===== config.mk =====
export PLATFORM = sky130hd
export DESIGN_NAME = agc_sequencer
export DESIGN_NICKNAME = d
export VERILOG_FILES = /design/src/rtl/agc_sequencer.sv
export SDC_FILE = /design/constraint.sdc
export NUM_CORES = 1
export LEC_CHECK = 0
export ABC_AREA = 0
export CAP_MARGIN = 20
export CORE_MARGIN = 3
export CORE_UTILIZATION = 54
export DETAILED_ROUTE_END_ITERATION = 8
export PLACE_DENSITY = 0.79
export SLEW_MARGIN = 10
export SYNTH_ARGS = -nofsm -noshare
export SYNTH_HDL_FRONTEND = slang
export SYNTH_SLANG_ARGS = --single-unit

===== constraint.sdc =====
create_clock -name clk -period 2.7 [get_ports clk]
set_input_delay 0.54 -clock clk [delete_from_list [all_inputs] [get_ports clk]]
set_output_delay 0.54 -clock clk [all_outputs]
set_load 0.005 [all_outputs]

===== src/rtl/agc_sequencer.sv =====
`default_nettype none
// ============================================================================
//  Module      : agc_sequencer
//  Description : Receive-path AGC control sequencer. Clears the AGC, waits a
//                settle period, runs the gain search with a timeout, freezes
//                gain while locked, re-acquires on sustained ADC overload
//                (bounded retries) and holds off after packet end.
//  Revision    : 1.0 - initial release
// ============================================================================
module agc_sequencer #(
    parameter int SETTLE_W  = 4,
    parameter int TIMEOUT_W = 11
) (
    input  logic                 clk,
    input  logic                 RESET,
    input  logic                 enable,
    input  logic                 energy_detect,
    input  logic                 overload,
    input  logic                 bs_done,
    input  logic                 packet_end,
    input  logic [SETTLE_W-1:0]  cfg_settle,
    input  logic [TIMEOUT_W-1:0] cfg_timeout,
    output logic                 agc_clear,
    output logic                 agc_run,
    output logic                 gain_freeze,
    output logic                 timeout_flag,
    output logic                 retry_exhausted,
    output logic [2:0]           state_out
);

    typedef enum logic [2:0] {
        ST_IDLE    = 3'd0,
        ST_CLEAR   = 3'd1,
        ST_SETTLE  = 3'd2,
        ST_SEARCH  = 3'd3,
        ST_LOCKED  = 3'd4,
        ST_RECOVER = 3'd5
    } state_t;

    // The holdoff counter parks at all-ones so a long RECOVER never wraps.
    localparam logic [SETTLE_W-1:0] c_settle_max = '1;
    localparam logic [1:0]          c_run_last   = 2'd3;
    localparam logic [1:0]          c_retry_max  = 2'd3;

    state_t               state_q,   state_d;
    logic [SETTLE_W-1:0]  settle_q,  settle_d;
    logic [TIMEOUT_W-1:0] tmo_q,     tmo_d;
    logic [1:0]           ovl_q,     ovl_d;
    logic [1:0]           retry_q,   retry_d;
    logic                 tflag_q,   tflag_d;
    logic                 rex_q,     rex_d;

    // Next-state and counter updates; enable low overrides everything but reset.
    always_comb begin
        state_d  = state_q;
        settle_d = settle_q;
        tmo_d    = tmo_q;
        ovl_d    = ovl_q;
        retry_d  = retry_q;
        tflag_d  = tflag_q;
        rex_d    = rex_q;

        if (!enable) begin
            state_d = ST_IDLE;
        end else begin
            case (state_q)
                ST_IDLE: begin
                    if (energy_detect) begin
                        state_d = ST_CLEAR;
                        retry_d = 2'd0;
                        rex_d   = 1'b0;
                    end
                end
                ST_CLEAR: begin
                    state_d  = ST_SETTLE;
                    tflag_d  = 1'b0;
                    settle_d = '0;
                end
                ST_SETTLE: begin
                    // >= keeps a lowered cfg_settle from causing a wrap-around.
                    if (settle_q >= cfg_settle) begin
                        state_d = ST_SEARCH;
                        tmo_d   = '0;
                    end else begin
                        settle_d = settle_q + 1'b1;
                    end
                end
                ST_SEARCH: begin
                    // Search completion has priority over the timeout.
                    if (bs_done) begin
                        state_d = ST_LOCKED;
                        ovl_d   = 2'd0;
                    end else if (tmo_q >= cfg_timeout) begin
                        state_d = ST_LOCKED;
                        tflag_d = 1'b1;
                        ovl_d   = 2'd0;
                    end else begin
                        tmo_d = tmo_q + 1'b1;
                    end
                end
                ST_LOCKED: begin
                    if (packet_end) begin
                        state_d  = ST_RECOVER;
                        settle_d = '0;
                    end else if (overload) begin
                        if (ovl_q == c_run_last) begin
                            // Fourth consecutive overload cycle.
                            ovl_d = 2'd0;
                            if (retry_q != c_retry_max) begin
                                state_d = ST_CLEAR;
                                retry_d = retry_q + 1'b1;
                            end else begin
                                rex_d = 1'b1;
                            end
                        end else begin
                            ovl_d = ovl_q + 1'b1;
                        end
                    end else begin
                        ovl_d = 2'd0;
                    end
                end
                ST_RECOVER: begin
                    if ((settle_q >= cfg_settle) && !energy_detect) begin
                        state_d = ST_IDLE;
                    end else if (settle_q != c_settle_max) begin
                        settle_d = settle_q + 1'b1;
                    end
                end
                default: begin
                    state_d = ST_IDLE;
                end
            endcase
        end
    end

    // State and counter registers with synchronous reset.
    always_ff @(posedge clk) begin
        if (RESET) begin
            state_q  <= ST_IDLE;
            settle_q <= '0;
            tmo_q    <= '0;
            ovl_q    <= 2'd0;
            retry_q  <= 2'd0;
            tflag_q  <= 1'b0;
            rex_q    <= 1'b0;
        end else begin
            state_q  <= state_d;
            settle_q <= settle_d;
            tmo_q    <= tmo_d;
            ovl_q    <= ovl_d;
            retry_q  <= retry_d;
            tflag_q  <= tflag_d;
            rex_q    <= rex_d;
        end
    end

    // Control outputs decode the registered state only.
    assign agc_clear       = (state_q == ST_CLEAR);
    assign agc_run         = (state_q == ST_SEARCH);
    assign gain_freeze     = (state_q == ST_LOCKED);
    assign timeout_flag    = tflag_q;
    assign retry_exhausted = rex_q;
    assign state_out       = state_q;

endmodule
`default_nettype wire

== Yosys cells after proc, flatten, opt, wreduce, memory -nomap -nowiden ==
Index checks and enable logic that the tools add are counted.

* Output and inout bits: 8
* Register bits after elaboration: 24
* Word-level logic and storage cells: 97
* Input port bits: 22

* Equality and inequality tests: 27
* $add $sub $neg: 4
* Order comparisons: 2
* Muxes and demuxes: 40
* Reductions and logical operators: 16
* Bitwise gates (word level): 1

{| class="wikitable"
|+ Operator list
! cell !! number
|-
| 11-bit 2-to-1 mux || 3
|-
| 3-bit 2-to-1 mux || 9
|-
| 2-bit != test (second input constant) || 13
|-
| 11-bit one-hot mux with 2 select lines || 1
|-
| 7-bit AND reduction || 3
|-
| 2-bit 2-to-1 mux || 10
|-
| 3-bit one-hot mux with 6 select lines || 1
|-
| 4-bit 2-to-1 mux || 4
|-
| 4-bit one-hot mux with 4 select lines || 1
|-
| 11-bit by 1-bit adder with 11-bit output (second input constant) || 1
|-
| 11-bit greater-or-equal comparator || 1
|-
| 3-bit by 2-bit != test with 1-bit output (second input constant) || 3
|-
| 2-bit one-hot mux with 2 select lines || 2
|-
| 4-bit AND reduction || 2
|-
| 2-bit nonzero test || 4
|-
| 1-bit 2-to-1 mux || 7
|-
| 3-bit by 2-bit equality test with 1-bit output (second input constant) || 2
|-
| 3-bit equality test (second input constant) || 2
|-
| 2-bit by 1-bit != test with 1-bit output (second input constant) || 3
|-
| 6-bit AND reduction || 1
|-
| 5-bit AND reduction || 1
|-
| 2-bit by 1-bit adder with 2-bit output (second input constant) || 2
|-
| 4-bit by 1-bit adder with 4-bit output (second input constant) || 1
|-
| 4-bit greater-or-equal comparator || 1
|-
| other kinds (11) || 12
|}

== Logic depth before layout (Yosys ltp) ==
Gate-level depths: netlist (run 1).

* Depth after elaboration: 6
* Gate-level depth with buffers: 9
* Depth with buffers taken out: 8

== Least setup slack after synthesis (run 1) ==
OpenSTA, ideal clock, no wires.

* Path type: input port to flip-flop
* Start point: in cfg_timeout[6]
* End point: reg tmo_q[10]
* Setup slack: 443 ps
* Data arrival time: 2,125 ps
* Path buffers: 1
* Setup time: 133 ps
* Cell stages on the path: 9
* Data required time: 2,567 ps
* Cells stage by stage: inv_1 -> ha_1 -> and2_1 -> a221oi_2 -> o21ai_1 -> a21o_1 -> clkbuf_1 -> o311ai_0 -> nand3_1

* Cells in the longest elaborated chain, start to end: 3

{| class="wikitable"
|+ RTL lines
! what !! line !! text
|-
| start, declared || 22 || <nowiki>input logic [TIMEOUT_W-1:0] cfg_timeout,</nowiki>
|-
| 11-bit greater-or-equal comparator || 93 || <nowiki>end else if (tmo_q >= cfg_timeout) begin</nowiki>
|-
| 2-bit != test (no source line) || n/a ||
|-
| 5-bit AND reduction (no source line) || n/a ||
|-
| end signal, assigned || 149 || <nowiki>tmo_q <= tmo_d;</nowiki>
|-
| end, declared || 47 || <nowiki>logic [TIMEOUT_W-1:0] tmo_q, tmo_d;</nowiki>
|}

Every way passes these cells.
A chain may end at the register's enable or synchronous reset.

== Final worst setup path (run 1) ==
* Start point: in cfg_timeout[4]
* End point: reg tmo_q[3]

Same word-level chain as after synthesis.

==> results of run 1 <==
-- metal layers --
layer	share of wire [%]	up-vias	wire, um
met4	0.64	0	29
met5	0	-	0
met3	6.6	4	298
met1	49	871	2215
met2	44	67	1982
li1	-	969	-
-- cell usage after synthesis (2+ instances only) --
cell       n  area, um^2
a211o_1    2       17.52
a21boi_0   2       15.01
a21o_1     5       37.54
a21oi_1   18       90.09
a22oi_1    2       15.01
a31oi_1    4       25.02
and2_1     3       18.77
and3_1     3       18.77
buf_2      3       15.01
clkbuf_1   5       18.77
dfxtp_1   24       480.5
ha_1      19       237.7
inv_1     23       86.33
mux2i_1    7       70.07
nand2_1   21       78.83
nand2b_1   9       56.30
nand3_1   15       75.07
nand4_1    4       25.02
nor2_1    17       63.81
nor3_1     4       20.02
nor4_1     2       12.51
o211ai_1   6       45.04
o21ai_0   10       50.05
o21bai_1   3       22.52
o311ai_0   3       26.28
or4_1      4       30.03
-- final cells by class --
| class | count | area (um^2) | area share [%] |
|---|---|---|---|
| multi-input combinational | 187 | 1289 | 54.82 |
| sequential | 24 | 481.7 | 20.49 |
| tap | 44 | 55.05 | 2.342 |
| clock buffer | 4 | 36.28 | 1.543 |
| timing repair buffer | 44 | 402.9 | 17.14 |
| inverter | 23 | 86.33 | 3.672 |
-- where the power goes --
group / switching, mW / total [mW] / leakage (nW) / internal, mW
Sequential: 0.00415 / 0.360 / 0.194 / 0.356
Combinational: 0.0474 / 0.108 / 0.855 / 0.0605
Clock: 0.112 / 0.194 / 0.0210 / 0.0825
-- tightest hold or removal path, cell delays in order, from the launching register on --
cell and delay, ns:
dfxtp_1 0.33, inv_1 0.05, a221oi_1 0.06
-- state kept, by name, summed over array words and instances (netlist names) --
| signal | count |
|---|---|
| tmo_q | 11 |
| settle_q | 4 |
| state_out | 3 |
| ovl_q | 2 |
| retry_q | 2 |
| retry_exhausted | 1 |
| timeout_flag | 1 |
-- kinds of logic after synthesis --
family          synth area share (%)
compound gates                 22.85
xor+xnor                      0.4624
fa+ha+maj                      12.55
buf+inv                        6.935
flops                          25.36
mux                            3.699
simple gates                   28.14
-- stage by stage --
step	power (mW)	worst slack [ns]	setup TNS (ns)	util, %	hold slack (ns)
after detailed placement	0.4743	-0.1933	-1.079	72.03	0.4635
after CTS	0.6683	0.07402	0	73.16	0.4879
final	0.6621	0.1327	0	73.40	0.4827
after floorplan	0.4192	0.4429	0	-	0.4494
after global placement	0.4718	-0.1278	-0.4442	72.03	0.4650
after global routing	0.6933	0.01932	0	73.40	0.5236
-- how the worst min path moves through the flow --
| stage | start | end | slack [ns] | depth (start not counted) |
|---|---|---|---|---|
| 2_1_floorplan | tmo_q[6] | tmo_q[6] | 0.45 | 1 |
| 3_3_place_gp | timeout_flag | timeout_flag | 0.46 | 2 |
| 3_5_place_dp | timeout_flag | timeout_flag | 0.46 | 2 |
| 4_1_cts | timeout_flag | timeout_flag | 0.49 | 2 |
| 5_1_grt | retry_q[1] | retry_q[1] | 0.52 | 2 |
| 6_report | timeout_flag | timeout_flag | 0.48 | 2 |
-- what timing repair did --
item,CTS,global route
buffers inserted,0,0
resized for setup,0,2
setup endpoints to repair,0,2
hold buffers,0,0
==> out/qor.csv, run 1 <==
stage,metric,value,unit
finish,post-route non-filler standard cell count,326,
pwr,VDD IR max,0.2556,mV
pwr,Lkg Pwr,1.069,nW
clock_network,CTS Buffer Depth,2,
worst_setup_path,Setup crit end,tmo_q[3],
clock_network,CTS tree,done,
floorplanning,full die area,4255,um^2
finish,"most common cell after layout, fill and taps aside",clkdlybuf4s50_1,
synthesis,ys flop type,dfxtp_1,
finish,Area growth syn-to-layout,24.11,%
grt,first-pass GRT wire length,7.624,mm
finish,fin nets,324,
synthesis,Syn Nets,284,
floorplanning,die width,65.23,um
sta,skew final,0.01576,ns
floorplanning,Die Ht,65.23,um
pwr,Pwr Density,281.6,nW/um^2
worst_setup_path,Crit path top cell by count,a21o_1,
clock_network,worst-skew pair later-pin latency,0.32,ns
run,Max Cap Viol,0,
grt,met1 Usage GRT,32.95,%
clock_network,CTS H-Tree Depth,1,
synthesis,count of cell types in the netlist,51,
sta,final worst-path cycle share,95.08,%
grt,grt ovf,0,
detailed_routing,final wirelength,4.525,mm
synthesis,post-synthesis register bit count,24,
synthesis,syn_area_per_cell,7.796,um^2
detailed_routing,TritonRoute pass-1 iters,4,
detailed_routing,Vias/cell,5.862,
synthesis,Post-Syn Instances,243,
placement,port buffer count,29,
sta,Final Max Slew Viols,0,
sta,RSZ-0062 raised after global routing,no,
synthesis,ys async rst share,0,%
grt,vias in the first global route,1671,
worst_setup_path,CP Launch Type,input port,
detailed_routing,Post-route DRC,0,
grt,met3 global-route usage,4.274,%
synthesis,sequential share of the synthesized area,25.36,%
detailed_routing,Final ANT Viol Nets,0,
hold_path,worst min path class,reg2reg,
placement,routability cong.,0.8668,
clock_network,Worst-path clk slew,0.12,ns
worst_setup_path,WS Path Type,in2reg,
worst_setup_path,CP max-delay cell,or4_1,
clock_network,CTS root buffer,clkbuf_4,
run_status,status,completed,
sta,actual slew at the worst max-slew pin,0.4853,ns
worst_setup_path,critical path depth,9,
worst_setup_path,crit-path cells,clkdlybuf4s50_1 > inv_1 > ha_1 > a21o_1 > a221oi_2 > o21ai_1 > a21o_1 > or4_1 > a31oi_1,
worst_setup_path,CP peak stage delay,0.53,ns
clock_network,cts bufs inserted,3,
sta,relative slew slack,67.31,%
worst_setup_path,FF-to-FF Start,tmo_q[4],
worst_setup_path,Buffers & Inverters on Critical Path,2,
grt,largest net degree at the start of global routing,14,
sta,final hold violations,0,
sta,final setup violation count,0,
worst_setup_path,Worst Path Required,2.95,ns
detailed_routing,via count,1911,
grt,global routing's busiest layer,met1,
detailed_routing,initial drt markers,106,
finish,most frequent cells in the layout,"29 x clkdlybuf4s50_1, 23 x inv_1, 23 x dfxtp_1, 21 x nand2_1, 19 x ha_1",
floorplanning,Site Rows,20,
placement,Post-DP Area,2307,um^2
floorplanning,Ports,30,
finish,Inserted Diodes,0,
detailed_routing,DR WL/cell,13.88,um
sta,post-route minimum period,2.567,ns
worst_setup_path,critical path endpoint category,flop,
floorplanning,Initial Utilization,59.14,%
worst_setup_path,R2R cell count,7,
placement,DP HPWL,3.518,mm
worst_setup_path,Worst Setup SP,cfg_timeout[4],
finish,Finished Cell Area,2351,um^2
finish,FILL cells,261,
finish,share of cells above drive strength 1,10.99,%
synthesis,Syn Std Cell Area,1894,um^2
worst_setup_path,CP Data Arrival Time,2.82,ns
synthesis,synth warn,0,
placement,Placed Cells,322,
grt,initial antenna violation count,0,
worst_setup_path,crit path max fanout,11,
worst_setup_path,register-to-register path setup slack,0.35,ns
worst_setup_path,FF-to-FF End,tmo_q[3],
clock_network,CTS sink cnt,24,
floorplanning,core area,3203,um^2
grt,GRT Util Overall,22.01,%
synthesis,number of synthesized flops with an enable pin,0,
sta,Max Clock Freq,389.5,MHz
grt,routing usage on met2,32.74,%
worst_setup_path,cell family with most CP delay,compound AO/OA/AOI/OAI gates,
(Power assumes the default switching activity.)
==> run 2: changes to the inputs <==
--- a/config.mk
+++ b/config.mk
@@ -9,6 +9,7 @@
 export CAP_MARGIN = 20
 export CORE_MARGIN = 3
 export CORE_UTILIZATION = 54
+export CTS_CLUSTER_SIZE = 12
 export DETAILED_ROUTE_END_ITERATION = 8
 export PLACE_DENSITY = 0.79
 export SLEW_MARGIN = 10
==> results of run 2 <==
The final DEF is identical to that of run 1; final timing and power are the same.
